**src/rtl/arith_pkg.sv**
```systemverilog
// Shared constants and configuration checks for the arithmetic library.
package arith_pkg;

  localparam int DEF_WIDTH      = 16;
  localparam int DEF_STAGE_BITS = 4;

  localparam logic MODE_ADD = 1'b0;
  localparam logic MODE_SUB = 1'b1;

  function automatic bit stage_cfg_ok(input int width, input int stage_bits);
    return (stage_bits > 0) && (width >= 2) && ((width % stage_bits) == 0);
  endfunction

endpackage

```
**src/rtl/pipelined_addsub_if.sv**
```systemverilog
// Operand/result handshake bundle for the pipelined add/sub unit.
interface pipelined_addsub_if
  import arith_pkg::*;
#(
  parameter int WIDTH = DEF_WIDTH
);
  logic             in_valid;
  logic             in_ready;
  logic [WIDTH-1:0] a;
  logic [WIDTH-1:0] b;
  logic             cin;
  logic             sub;
  logic             out_valid;
  logic             out_ready;
  logic [WIDTH-1:0] sum;
  logic             cout;
  logic             ovf;

  modport master (
    output in_valid, a, b, cin, sub, out_ready,
    input  in_ready, out_valid, sum, cout, ovf
  );

  modport slave (
    input  in_valid, a, b, cin, sub, out_ready,
    output in_ready, out_valid, sum, cout, ovf
  );
endinterface

```
**src/rtl/adder_slice.sv**
```systemverilog
// Combinational BITS-wide ripple adder; also exposes the carry into its top bit.
module adder_slice #(
  parameter int BITS = 4
) (
  input  logic [BITS-1:0] a,
  input  logic [BITS-1:0] b,
  input  logic            cin,
  output logic [BITS-1:0] sum,
  output logic            cout,
  output logic            c_msb_in
);

  always_comb begin : p_ripple
    logic c;
    c        = cin;
    c_msb_in = cin;
    sum      = '0;
    for (int i = 0; i < BITS; i++) begin
      if (i == BITS - 1) c_msb_in = c;
      sum[i] = a[i] ^ b[i] ^ c;
      c      = (a[i] & b[i]) | (c & (a[i] ^ b[i]));
    end
    cout = c;
  end

endmodule

```
**src/rtl/pipelined_addsub.sv**
```systemverilog
// Pipelined two's-complement adder/subtractor: one STAGE_BITS slice per stage,
// carry registered between stages, valid/ready with per-stage backpressure.
module pipelined_addsub
  import arith_pkg::*;
#(
  parameter int WIDTH      = DEF_WIDTH,
  parameter int STAGE_BITS = DEF_STAGE_BITS
) (
  input logic               clk,
  input logic               rst,
  pipelined_addsub_if.slave bus
);

  localparam int STAGES = WIDTH / STAGE_BITS;

  if (!stage_cfg_ok(WIDTH, STAGE_BITS)) begin : g_cfg_check
    $error("pipelined_addsub: WIDTH must be >= 2 and a multiple of STAGE_BITS");
  end

  // acc_in[k]: unconsumed A slices at the low end, finished sum slices shifted in
  // at the top; after the last stage it holds the complete result in order.
  logic [WIDTH-1:0]  acc_in [STAGES+1];
  logic [WIDTH-1:0]  b_in   [STAGES];
  logic              c_in   [STAGES+1];
  logic              c_msb  [STAGES];
  logic [STAGES-1:0] vq;
  logic [STAGES-1:0] rdy;
  logic              ovf_q;

  assign acc_in[0] = bus.a;
  assign b_in[0]   = (bus.sub == MODE_SUB) ? ~bus.b : bus.b;
  assign c_in[0]   = (bus.sub == MODE_ADD) ? bus.cin : 1'b1;

  // Unrolled ready chain: a stage may load if it or any stage after it is empty,
  // or the consumer is taking the result.
  always_comb begin : p_ready
    logic r;
    r   = bus.out_ready;
    rdy = '0;
    for (int k = STAGES - 1; k >= 0; k--) begin
      r      = r | ~vq[k];
      rdy[k] = r;
    end
  end

  for (genvar k = 0; k < STAGES; k++) begin : g_stage
    logic                  v_up;
    logic                  take;
    logic                  valid_q;
    logic                  c_out;
    logic [STAGE_BITS-1:0] s_slice;
    logic [WIDTH-1:0]      acc_nxt;

    if (k == 0) begin : g_src
      assign v_up = bus.in_valid;
    end else begin : g_src
      assign v_up = vq[k-1];
    end

    assign take = rdy[k] & v_up;

    adder_slice #(
      .BITS(STAGE_BITS)
    ) u_slice (
      .a        (acc_in[k][STAGE_BITS-1:0]),
      .b        (b_in[k][STAGE_BITS-1:0]),
      .cin      (c_in[k]),
      .sum      (s_slice),
      .cout     (c_out),
      .c_msb_in (c_msb[k])
    );

    if (STAGES == 1) begin : g_acc
      assign acc_nxt = s_slice;
    end else begin : g_acc
      assign acc_nxt = {s_slice, acc_in[k][WIDTH-1:STAGE_BITS]};
    end

    always_ff @(posedge clk) begin
      if (rst) begin
        valid_q <= 1'b0;
      end else if (rdy[k]) begin
        valid_q <= v_up;
      end
    end

    assign vq[k] = valid_q;

    if (k < STAGES - 1) begin : g_mid
      logic [WIDTH-1:0] acc_q;
      logic [WIDTH-1:0] b_q;
      logic             c_q;

      always_ff @(posedge clk) begin
        if (take) begin
          acc_q <= acc_nxt;
          b_q   <= {{STAGE_BITS{1'b0}}, b_in[k][WIDTH-1:STAGE_BITS]};
          c_q   <= c_out;
        end
      end

      assign acc_in[k+1] = acc_q;
      assign b_in[k+1]   = b_q;
      assign c_in[k+1]   = c_q;
    end else begin : g_last
      logic [WIDTH-1:0] acc_q;
      logic             c_q;

      always_ff @(posedge clk) begin
        if (rst) begin
          acc_q <= '0;
          c_q   <= 1'b0;
          ovf_q <= 1'b0;
        end else if (take) begin
          acc_q <= acc_nxt;
          c_q   <= c_out;
          ovf_q <= c_msb[k] ^ c_out;
        end
      end

      assign acc_in[k+1] = acc_q;
      assign c_in[k+1]   = c_q;
    end
  end

  assign bus.in_ready  = rdy[0];
  assign bus.out_valid = vq[STAGES-1];
  assign bus.sum       = acc_in[STAGES];
  assign bus.cout      = c_in[STAGES];
  assign bus.ovf       = ovf_q;

endmodule

```
**src/flat_wrapper.sv**
```systemverilog
// flat-port wrapper written by rule: the top's interface ports become plain ports
module pipelined_addsub_flat import arith_pkg::*;
#(
  parameter int WIDTH      = DEF_WIDTH,
  parameter int STAGE_BITS = DEF_STAGE_BITS
)
  (clk, rst, bus_in_valid, bus_a, bus_b, bus_cin, bus_sub, bus_out_ready, bus_in_ready, bus_out_valid, bus_sum, bus_cout, bus_ovf);
  pipelined_addsub_if #(.WIDTH(WIDTH)) bus_i ();
  input logic clk;
  input logic rst;
  input wire logic [$bits(bus_i.in_valid)-1:0] bus_in_valid;
  input wire logic [$bits(bus_i.a)-1:0] bus_a;
  input wire logic [$bits(bus_i.b)-1:0] bus_b;
  input wire logic [$bits(bus_i.cin)-1:0] bus_cin;
  input wire logic [$bits(bus_i.sub)-1:0] bus_sub;
  input wire logic [$bits(bus_i.out_ready)-1:0] bus_out_ready;
  output wire logic [$bits(bus_i.in_ready)-1:0] bus_in_ready;
  output wire logic [$bits(bus_i.out_valid)-1:0] bus_out_valid;
  output wire logic [$bits(bus_i.sum)-1:0] bus_sum;
  output wire logic [$bits(bus_i.cout)-1:0] bus_cout;
  output wire logic [$bits(bus_i.ovf)-1:0] bus_ovf;
  assign bus_i.in_valid = bus_in_valid;
  assign bus_i.a = bus_a;
  assign bus_i.b = bus_b;
  assign bus_i.cin = bus_cin;
  assign bus_i.sub = bus_sub;
  assign bus_i.out_ready = bus_out_ready;
  assign bus_in_ready = bus_i.in_ready;
  assign bus_out_valid = bus_i.out_valid;
  assign bus_sum = bus_i.sum;
  assign bus_cout = bus_i.cout;
  assign bus_ovf = bus_i.ovf;
  pipelined_addsub #(.WIDTH(WIDTH), .STAGE_BITS(STAGE_BITS)) u_core (.clk(clk), .rst(rst), .bus(bus_i));
endmodule
```
**config.mk**
```make
export PLATFORM = sky130hd
export DESIGN_NAME = pipelined_addsub_flat
export DESIGN_NICKNAME = d
export VERILOG_FILES = /design/src/rtl/arith_pkg.sv /design/src/rtl/pipelined_addsub_if.sv /design/src/rtl/adder_slice.sv /design/src/rtl/pipelined_addsub.sv /design/src/flat_wrapper.sv
export SDC_FILE = /design/constraint.sdc
export NUM_CORES = 1
export LEC_CHECK = 0
export ABC_AREA = 1
export CAP_MARGIN = 20
export CORE_MARGIN = 3
export CORE_UTILIZATION = 53
export CTS_CLUSTER_DIAMETER = 50
export DETAILED_ROUTE_END_ITERATION = 8
export GPL_ROUTABILITY_DRIVEN = 0
export HOLD_SLACK_MARGIN = 0.08
export PLACE_DENSITY = 0.79
export SLEW_MARGIN = 20
export SYNTH_ARGS = -nofsm -noshare
export SYNTH_HDL_FRONTEND = slang
export SYNTH_HIERARCHICAL = 1
export SYNTH_SLANG_ARGS = --single-unit
```
**constraint.sdc**
```tcl
create_clock -name clk -period 3.1 [get_ports clk]
set_clock_uncertainty 0.15 [all_clocks]
set_input_delay 0.465 -clock clk [delete_from_list [all_inputs] [get_ports clk]]
set_output_delay 0.465 -clock clk [all_outputs]
set_load 0.05 [all_outputs]
```
; Word level (Yosys, flattened, before mapping)
; Cells that the tools add are included.
[word_totals]
reg_bits = 97
latchBits = 0
ramBits = 0
mem_bits_ro = 0
in_bits = 38
output_inout_bits = 20
elab_cells = 112
n_memories = 0
[classes]
add_sub_neg = 0
n_mul = 0
div_mod_pow = 0
order_cmp = 0
eq_ne = 0
n_shift = 0
n_mux = 2
n_bitwise = 94
reduce_logical = 0
[op_table]
columns = operator, count
row1 = $and 1x1->1, 36
row2 = $xor 1x1->1, 33
row3 = $or 1x1->1, 20
row4 = $mux 16, 1
row5 = $not 16->16, 1
row6 = $not 1->1, 4
row7 = $mux 1, 1

; Logic depth before layout (Yosys ltp)
; Gate-level depths: netlist of run 1.
[logic_depth]
ltp_word = 11
ltp_mapped = 8
mapped_depth_nobuf = 8

; Modules after synthesis
; Netlist of run 1, hierarchy kept.
[by_module_without_submodules]
columns = mod, instances, cells_each, area_per_inst_um2, seq_area_each_um2
row1 = pipelined_addsub, 1, 198, 3223.1, 2692.6
row2 = adder_slice, 4, 12, 110.1, 0.0

; Worst setup path after synthesis of run 1
; Ideal clock, no wire load.
[synth_path]
path_type = reg-to-reg
from = reg u_core.g_stage[3].valid_q, in the netlist u_core/bus.out_valid
to = reg u_core.g_stage[0].g_mid.acc_q[0], enable pin
setup_time_ns = 0.415
arrival_ns = 2.385
t_required_ns = 2.535
slack_ns = 0.150
stages_incl_launch_ff = 6
n_path_buf = 0
synth_period_minus_slack_ns = 2.950
path_cell_list = dfxtp_1 -> inv_1 -> nor2_1 -> nand4_1 -> inv_1 -> nor2_1
[synth_between]
elab_chain_cells = 6
[synth_rtl]
columns = element, line_no
row1 = from (decl), pipelined_addsub.sv:49  ; logic valid_q;
row2 = from (signal assigned), pipelined_addsub.sv:83  ; valid_q <= v_up;
row3 = $not 1->1, pipelined_addsub.sv:41  ; r = r | ~vq[k];
row4 = $or 1x1->1 (4 in a row), pipelined_addsub.sv:41
row5 = named net bus_in_ready, flat_wrapper.sv:17  ; output wire logic [$bits(bus_i.in_ready)-1:0] bus_in_ready;
row6 = $and 1x1->1, pipelined_addsub.sv:60  ; assign take = rdy[k] & v_up;
row7 = named net u_core.g_stage[0].take, pipelined_addsub.sv:48  ; logic take;
row8 = to (signal assigned), pipelined_addsub.sv:96  ; acc_q <= acc_nxt;
row9 = to (decl), pipelined_addsub.sv:90  ; logic [WIDTH-1:0] acc_q;
; The timed path passes the listed nets, and every way through them passes these cells.
; A chain may end at the register's enable or synchronous reset.

==> results.py, run 1 <==
metrics = {
    "yosys": {
        "yosysSeqAreaShare": 0.735,
        "ys_top_cells_by_area": "edfxtp_1 61%, dfxtp_1 12%, fa_1 8.7%, inv_1 4.1%, xor2_1 3.8%",
        "yosys-top-cells-count": "75 x edfxtp_1, 40 x inv_1, 36 x nor2_1",
        "yosys_warnings": 6,
        "synth.top_cell.area_share": 0.615,
        "synthesis.instances": 246,
        "synth_top_cell_by_area": "edfxtp_1",
        "synth_async_sr_flop_share": 0,
        "avgSynthCellArea_um2": 14.9,
        "synth-edff-count": 75,
        "syn_nets": 300,
        "synth_cell_types": 20,
        "synth_most_common_cell": "edfxtp_1",
        "ys.flop_type": "edfxtp_1",
        "synth_area_um2": 3660,
        "ys_ff_latch": 97,
    },
    "timing": {
        "hold_violations": 0,
        "slew_violations": 0,
        "layout_worst_path_cycle_share": 0.888,
        "fmax_ghz": 0.363,
        "tightestPinTransition_ns": 0.745,
        "relSlewSlack": 0.503,
        "final-setup-viol-count": 0,
        "period_needed_ns": 2.75,
        "rsz0062_at_grt": "no",
    },
    "clocking": {
        "cts-resized-gates": 0,
        "cts_hold_buf": 0,
        "root_buffer": "clkbuf_8",
        "h-tree-depth": 3,
        "cts_setup_buffers": 0,
        "clockBufferDepth": 2,
        "cts_tree": "yes",
        "cts_buffers": 9,
        "clk_pin_slew_worst_paths_ns": 0.10,
        "clock_sinks": 97,
        "worstSkewPairLatency_ns": 0.34,
    },
    "routing": {
        "drc": 0,
        "m1WireLength_um": 1990,
        "drt-vias-per-instance": 4.58,
        "drtIter0Drc": 132,
        "met2WireLength_um": 2470,
        "wirelength_um": 4800,
        "top_layer": "met4",
        "ant_nets": 0,
        "vias": 1803,
        "wl_met3_um": 224,
        "drtPass1Iterations": 4,
        "post_drt_wl_per_cell_um": 12.2,
    },
    "power": {
        "seqPwrFrac": 0.596,
        "p_per_area_nw_per_um2": 561,
        "peakVddDrop_mv": 0.392,
        "swShare": 0.223,
        "p_comb_frac": 0.085,
        "internal_power_mw": 1.97,
        "p_clk_frac": 0.318,
        "p_total_mw": 2.54,
        "p_leak_nw": 1.73,
        "power_switching_mw": 0.566,
    },
    "critical_path": {
        "crit_fanout": 3,
        "critPathLaunchType": "input pin",
        "end_kind": "flip-flop",
        "crit_required_ns": 3.04,
        "path_class": "input pin to flip-flop",
        "crit_chain": "clkdlybuf4s50_1 > xor2_1 > fa_1 > inv_1 > fa_1 > fa_1 > inv_1 > fa_1",
        "cpPeakStageDelay_ns": 0.50,
        "critPathMostFrequentCell": "fa_1",
        "cp_slowest_cell": "clkdlybuf4s50_1",
        "cp.buffers_inverters": 3,
        "crit_family": "adder cells",
        "arrival_ns": 2.69,
    },
    "hold_path": {
        "hold_class": "flip-flop to flip-flop",
    },
    "placement": {
        "numPortBuffers": 57,
        "placed_cell_area_um2": 4320,
        "hpwl_um": 3490,
    },
    "floorplanning": {
        "start_util": 0.561,
        "rows": 29,
        "dieHeight_um": 89.1,
        "core-area_um2": 6530,
        "dieArea_um2": 7950,
        "die_w_um": 89.1,
        "io_pins": 58,
    },
    "global_route": {
        "track_usage": 0.136,
        "grt_pass1_vias": 1840,
        "overflow": 0,
        "grt_pass1_wl_um": 8050,
        "grt_max_degree": 30,
        "antenna_found_initial": 0,
    },
    "finish": {
        "fin_nets": 366,
        "area_delta_synth_final_pct": 23.5,
        "antennaDiodeCount": 0,
        "design_area_um2": 4520,
        "drive_gt1_frac": 0.0820,
    },
    "run_status": {
        "status": "finished, final reports clean",
    },
    "job": {
        "drv_cap": 0,
    },
}
-- final timing paths --
kind	end	slack, ns	cells after the start	from
min reg2reg	u_core/g_stage[1].g_mid.acc_q[10]	0.26	0	u_core/g_stage[0].g_mid.acc_q[14]
min	u_core/g_stage[1].g_mid.acc_q[10]	0.26	0	u_core/g_stage[0].g_mid.acc_q[14]
max reg2reg	u_core/bus.sum[15]	0.78	8	u_core/g_stage[2].g_mid.b_q[0]
max	u_core/g_stage[0].g_mid.acc_q[15]	0.35	8	bus_sub
-- flip-flops by register name (all words and copies together) (netlist names) --
signal / cells
u_core/g_stage.g_mid.acc_q: 48
u_core/g_stage.g_mid.b_q: 24
u_core/bus.sum: 16
u_core/g_stage.g_mid.c_q: 3
u_core/g_stage.valid_q: 3
u_core/bus.cout: 1
u_core/bus.out_valid: 1
u_core/bus.ovf: 1
-- cell families after synthesis --
| logic type | share of synthesized area |
|---|---|
| flops | 0.735 |
| buf+inv | 0.0567 |
| simple gates | 0.0502 |
| compound gates | 0.0301 |
| xor+xnor | 0.0406 |
| fa+ha+maj | 0.0874 |
-- area by class of cell --
| type | count | area (µm²) |
|---|---|---|
| well taps | 77 | 96.3 |
| repair buffers | 61 | 601 |
| multi-input cells | 101 | 766 |
| clock buffers | 9 | 124 |
| fillers | 452 | 2010 |
| flip-flops and latches | 97 | 2690 |
| clock inverters | 7 | 78.8 |
| inverters | 42 | 165 |
-- per-stage QoR --
stage	hold WS (ns)	std cells	utilization	setup TNS, ns	worst slack [ns]
2_1_floorplan	0.250	246	-	0	0.150
3_3_place_gp	0.253	378	0.661	0	0.0783
3_5_place_dp	0.255	378	0.661	-0.0205	-0.0205
4_1_cts	0.270	394	0.693	0	0.354
5_1_grt	0.279	394	0.693	0	0.253
6_report	0.265	394	0.693	0	0.347
-- power by group through the flow --
stage / combinational (mW) / clock [mW] / sequential, mW
after floorplan: 0.0940 / 0 / 1.57
after global placement: 0.211 / 0 / 1.54
after detailed placement: 0.219 / 0 / 1.54
after CTS: 0.220 / 0.836 / 1.51
after global routing: 0.244 / 0.890 / 1.52
final: 0.216 / 0.808 / 1.51
-- layer usage --
layer | vias up | track usage
met2 | 50 | 0.232
met3 | 10 | 0.0332
met4 | 0 | 0.0744
met5 | - | 0
li1 | 930 | -
met1 | 813 | 0.159
-- placed cells by master, fill, tap and decap left out --
cell type	count
a21oi_1	5
buf_4	4
bufinv_16	1
clkbuf_8	9
clkdlybuf4s50_1	57
clkinv_2	1
clkinv_4	1
clkinvlp_4	2
dfxtp_1	22
edfxtp_1	75
fa_1	16
inv_1	40
inv_2	1
inv_6	1
inv_8	2
nand2_1	5
nand2_2	2
nand3_1	1
nand4_1	1
nor2_1	35
nor2_2	1
o21ai_0	17
or2_2	1
xnor2_1	1
xor2_1	16
No activity file was read; power rests on OpenSTA's default activity.
==> inputs of run 2 (changes only) <==
--- a/config.mk
+++ b/config.mk
@@ -7,13 +7,15 @@
 export LEC_CHECK = 0
 export ABC_AREA = 1
 export CAP_MARGIN = 20
+export CELL_PAD_IN_SITES_DETAIL_PLACEMENT = 1
+export CELL_PAD_IN_SITES_GLOBAL_PLACEMENT = 1
 export CORE_MARGIN = 3
-export CORE_UTILIZATION = 53
+export CORE_UTILIZATION = 44
 export CTS_CLUSTER_DIAMETER = 50
 export DETAILED_ROUTE_END_ITERATION = 8
 export GPL_ROUTABILITY_DRIVEN = 0
 export HOLD_SLACK_MARGIN = 0.08
-export PLACE_DENSITY = 0.79
+export PLACE_DENSITY_LB_ADDON = 0.1
 export SLEW_MARGIN = 20
 export SYNTH_ARGS = -nofsm -noshare
 export SYNTH_HDL_FRONTEND = slang
==> results.py, run 2 (synthesis gave the netlist of run 1 again) <==
metrics = {
    "timing": {
        "period_needed_ns": 2.75,
        "fmax_ghz": 0.364,
        "rsz0062_at_grt": "no",
        "hold_violations": 0,
        "finalHoldWorstSlack_ns": 0.277,
        "setup_tns_ns": 0,
        "slew_violations": 0,
        "final-setup-viol-count": 0,
        "tightestPinTransition_ns": 0.772,
        "relSlewSlack": 0.485,
        "layout_worst_path_cycle_share": 0.887,
        "setup_slack_ns": 0.351,
    },
    "power": {
        "p_leak_nw": 1.73,
        "peakVddDrop_mv": 0.257,
        "p_per_area_nw_per_um2": 559,
        "p_total_mw": 2.55,
    },
    "critical_path": {
        "crit_fanout": 3,
        "r2r-start": "u_core/g_stage[2].g_mid.c_q",
        "end_kind": "flip-flop",
        "critPathLaunchType": "input pin",
        "cp.depth": 8,
        "cpPeakStageDelay_ns": 0.53,
        "crit_required_ns": 3.05,
        "cp_slowest_cell": "clkdlybuf4s50_1",
        "reg2reg_depth": 8,
        "cp.buffers_inverters": 3,
        "critPathMostFrequentCell": "fa_1",
        "crit_end": "u_core/g_stage[0].g_mid.acc_q[15]",
        "cp-startpoint": "bus_sub",
        "crit_chain": "clkdlybuf4s50_1 > xor2_1 > fa_1 > inv_1 > fa_1 > fa_1 > inv_1 > fa_1",
        "arrival_ns": 2.70,
        "path_class": "input pin to flip-flop",
        "ff2ff_setup_slack_ns": 0.73,
        "crit_family": "adder cells",
        "r2r-end": "u_core/bus.sum[15]",
    },
    "global_route": {
        "grt_pass1_vias": 2106,
        "antenna_found_initial": 0,
        "track_usage": 0.131,
        "overflow": 0,
        "grt_pass1_wl_um": 9760,
        "grt_max_degree": 30,
    },
    "placement": {
        "numPortBuffers": 57,
        "placed_cell_area_um2": 4350,
        "pre_cts_ws_ns": -0.0456,
        "hpwl_um": 4380,
        "place_inst": 403,
    },
    "floorplanning": {
        "die_w_um": 97.2,
        "dieHeight_um": 97.2,
        "start_util": 0.464,
        "rows": 32,
        "io_pins": 58,
        "core-area_um2": 7890,
        "dieArea_um2": 9460,
    },
    "clocking": {
        "cts_setup_buffers": 0,
        "cts_hold_buf": 0,
        "clk_pin_slew_worst_paths_ns": 0.09,
        "root_buffer": "clkbuf_8",
        "worstSkewPairLatency_ns": 0.35,
        "cts_buffers": 9,
        "clock_sinks": 97,
        "clockBufferDepth": 2,
        "cts_tree": "yes",
        "h-tree-depth": 3,
        "cts-resized-gates": 0,
    },
    "finish": {
        "largest_reg_flops": 48,
        "fin_nets": 366,
        "antennaDiodeCount": 0,
        "area_delta_synth_final_pct": 24.4,
        "drive_gt1_frac": 0.0820,
        "instances_no_fill": 419,
        "fillers": 767,
        "final_common_cell": "edfxtp_1",
        "final_cell_mix": "75 x edfxtp_1, 57 x clkdlybuf4s50_1, 40 x inv_1",
        "largest-register": "u_core/g_stage.g_mid.acc_q",
        "fin_util": 0.578,
        "design_area_um2": 4560,
    },
    "routing": {
        "vias": 1874,
        "drtIter0Drc": 79,
        "ant_nets": 0,
        "post_drt_wl_per_cell_um": 13.7,
        "wirelength_um": 5760,
        "drtPass1Iterations": 3,
        "drt-vias-per-instance": 4.47,
        "drc": 0,
    },
    "job": {
        "drv_cap": 0,
    },
    "run_status": {
        "status": "finished, final reports clean",
    },
    "hold_path": {
        "hold_class": "flip-flop to flip-flop",
    },
}
-- run 2: layout make-up --
cell class / count / area [µm²] / share of cell area
tap: 102 / 128 / 0.0280
clock buffer: 10 / 149 / 0.0327
timing repair buffer: 61 / 601 / 0.132
inverter: 42 / 165 / 0.0362
multi-input combinational: 101 / 766 / 0.168
sequential: 97 / 2690 / 0.591
clock inverter: 6 / 56.3 / 0.0124
-- run 2: worst min path at each step --
stage	from	slack, ns	depth (start not counted)	to
finish	u_core/g_stage[0].g_mid.b_q[10]	0.28	0	u_core/g_stage[1].g_mid.b_q[6]
global route	u_core/g_stage[0].g_mid.b_q[8]	0.29	0	u_core/g_stage[1].g_mid.b_q[4]
CTS	u_core/g_stage[0].g_mid.b_q[10]	0.28	0	u_core/g_stage[1].g_mid.b_q[6]
detailed placement	u_core/g_stage[0].g_mid.b_q[10]	0.26	0	u_core/g_stage[1].g_mid.b_q[6]
global placement	u_core/g_stage[1].g_mid.b_q[4]	0.25	0	u_core/g_stage[2].g_mid.b_q[0]
floorplan	u_core/g_stage[0].g_mid.acc_q[4]	0.25	0	u_core/g_stage[1].g_mid.acc_q[0]
-- run 2: layer usage --
layer  share of wire  wire length, µm  global-route usage
met3           0.044              256              0.0287
met2            0.52             3010               0.234
met4           0.018              104              0.0607
met5               0                0                   0
met1            0.42             2390               0.150
-- run 2: power by group --
part / internal, mW / switching, mW
Combinational: 0.101 / 0.123
Sequential: 1.49 / 0.0255
Clock: 0.359 / 0.449
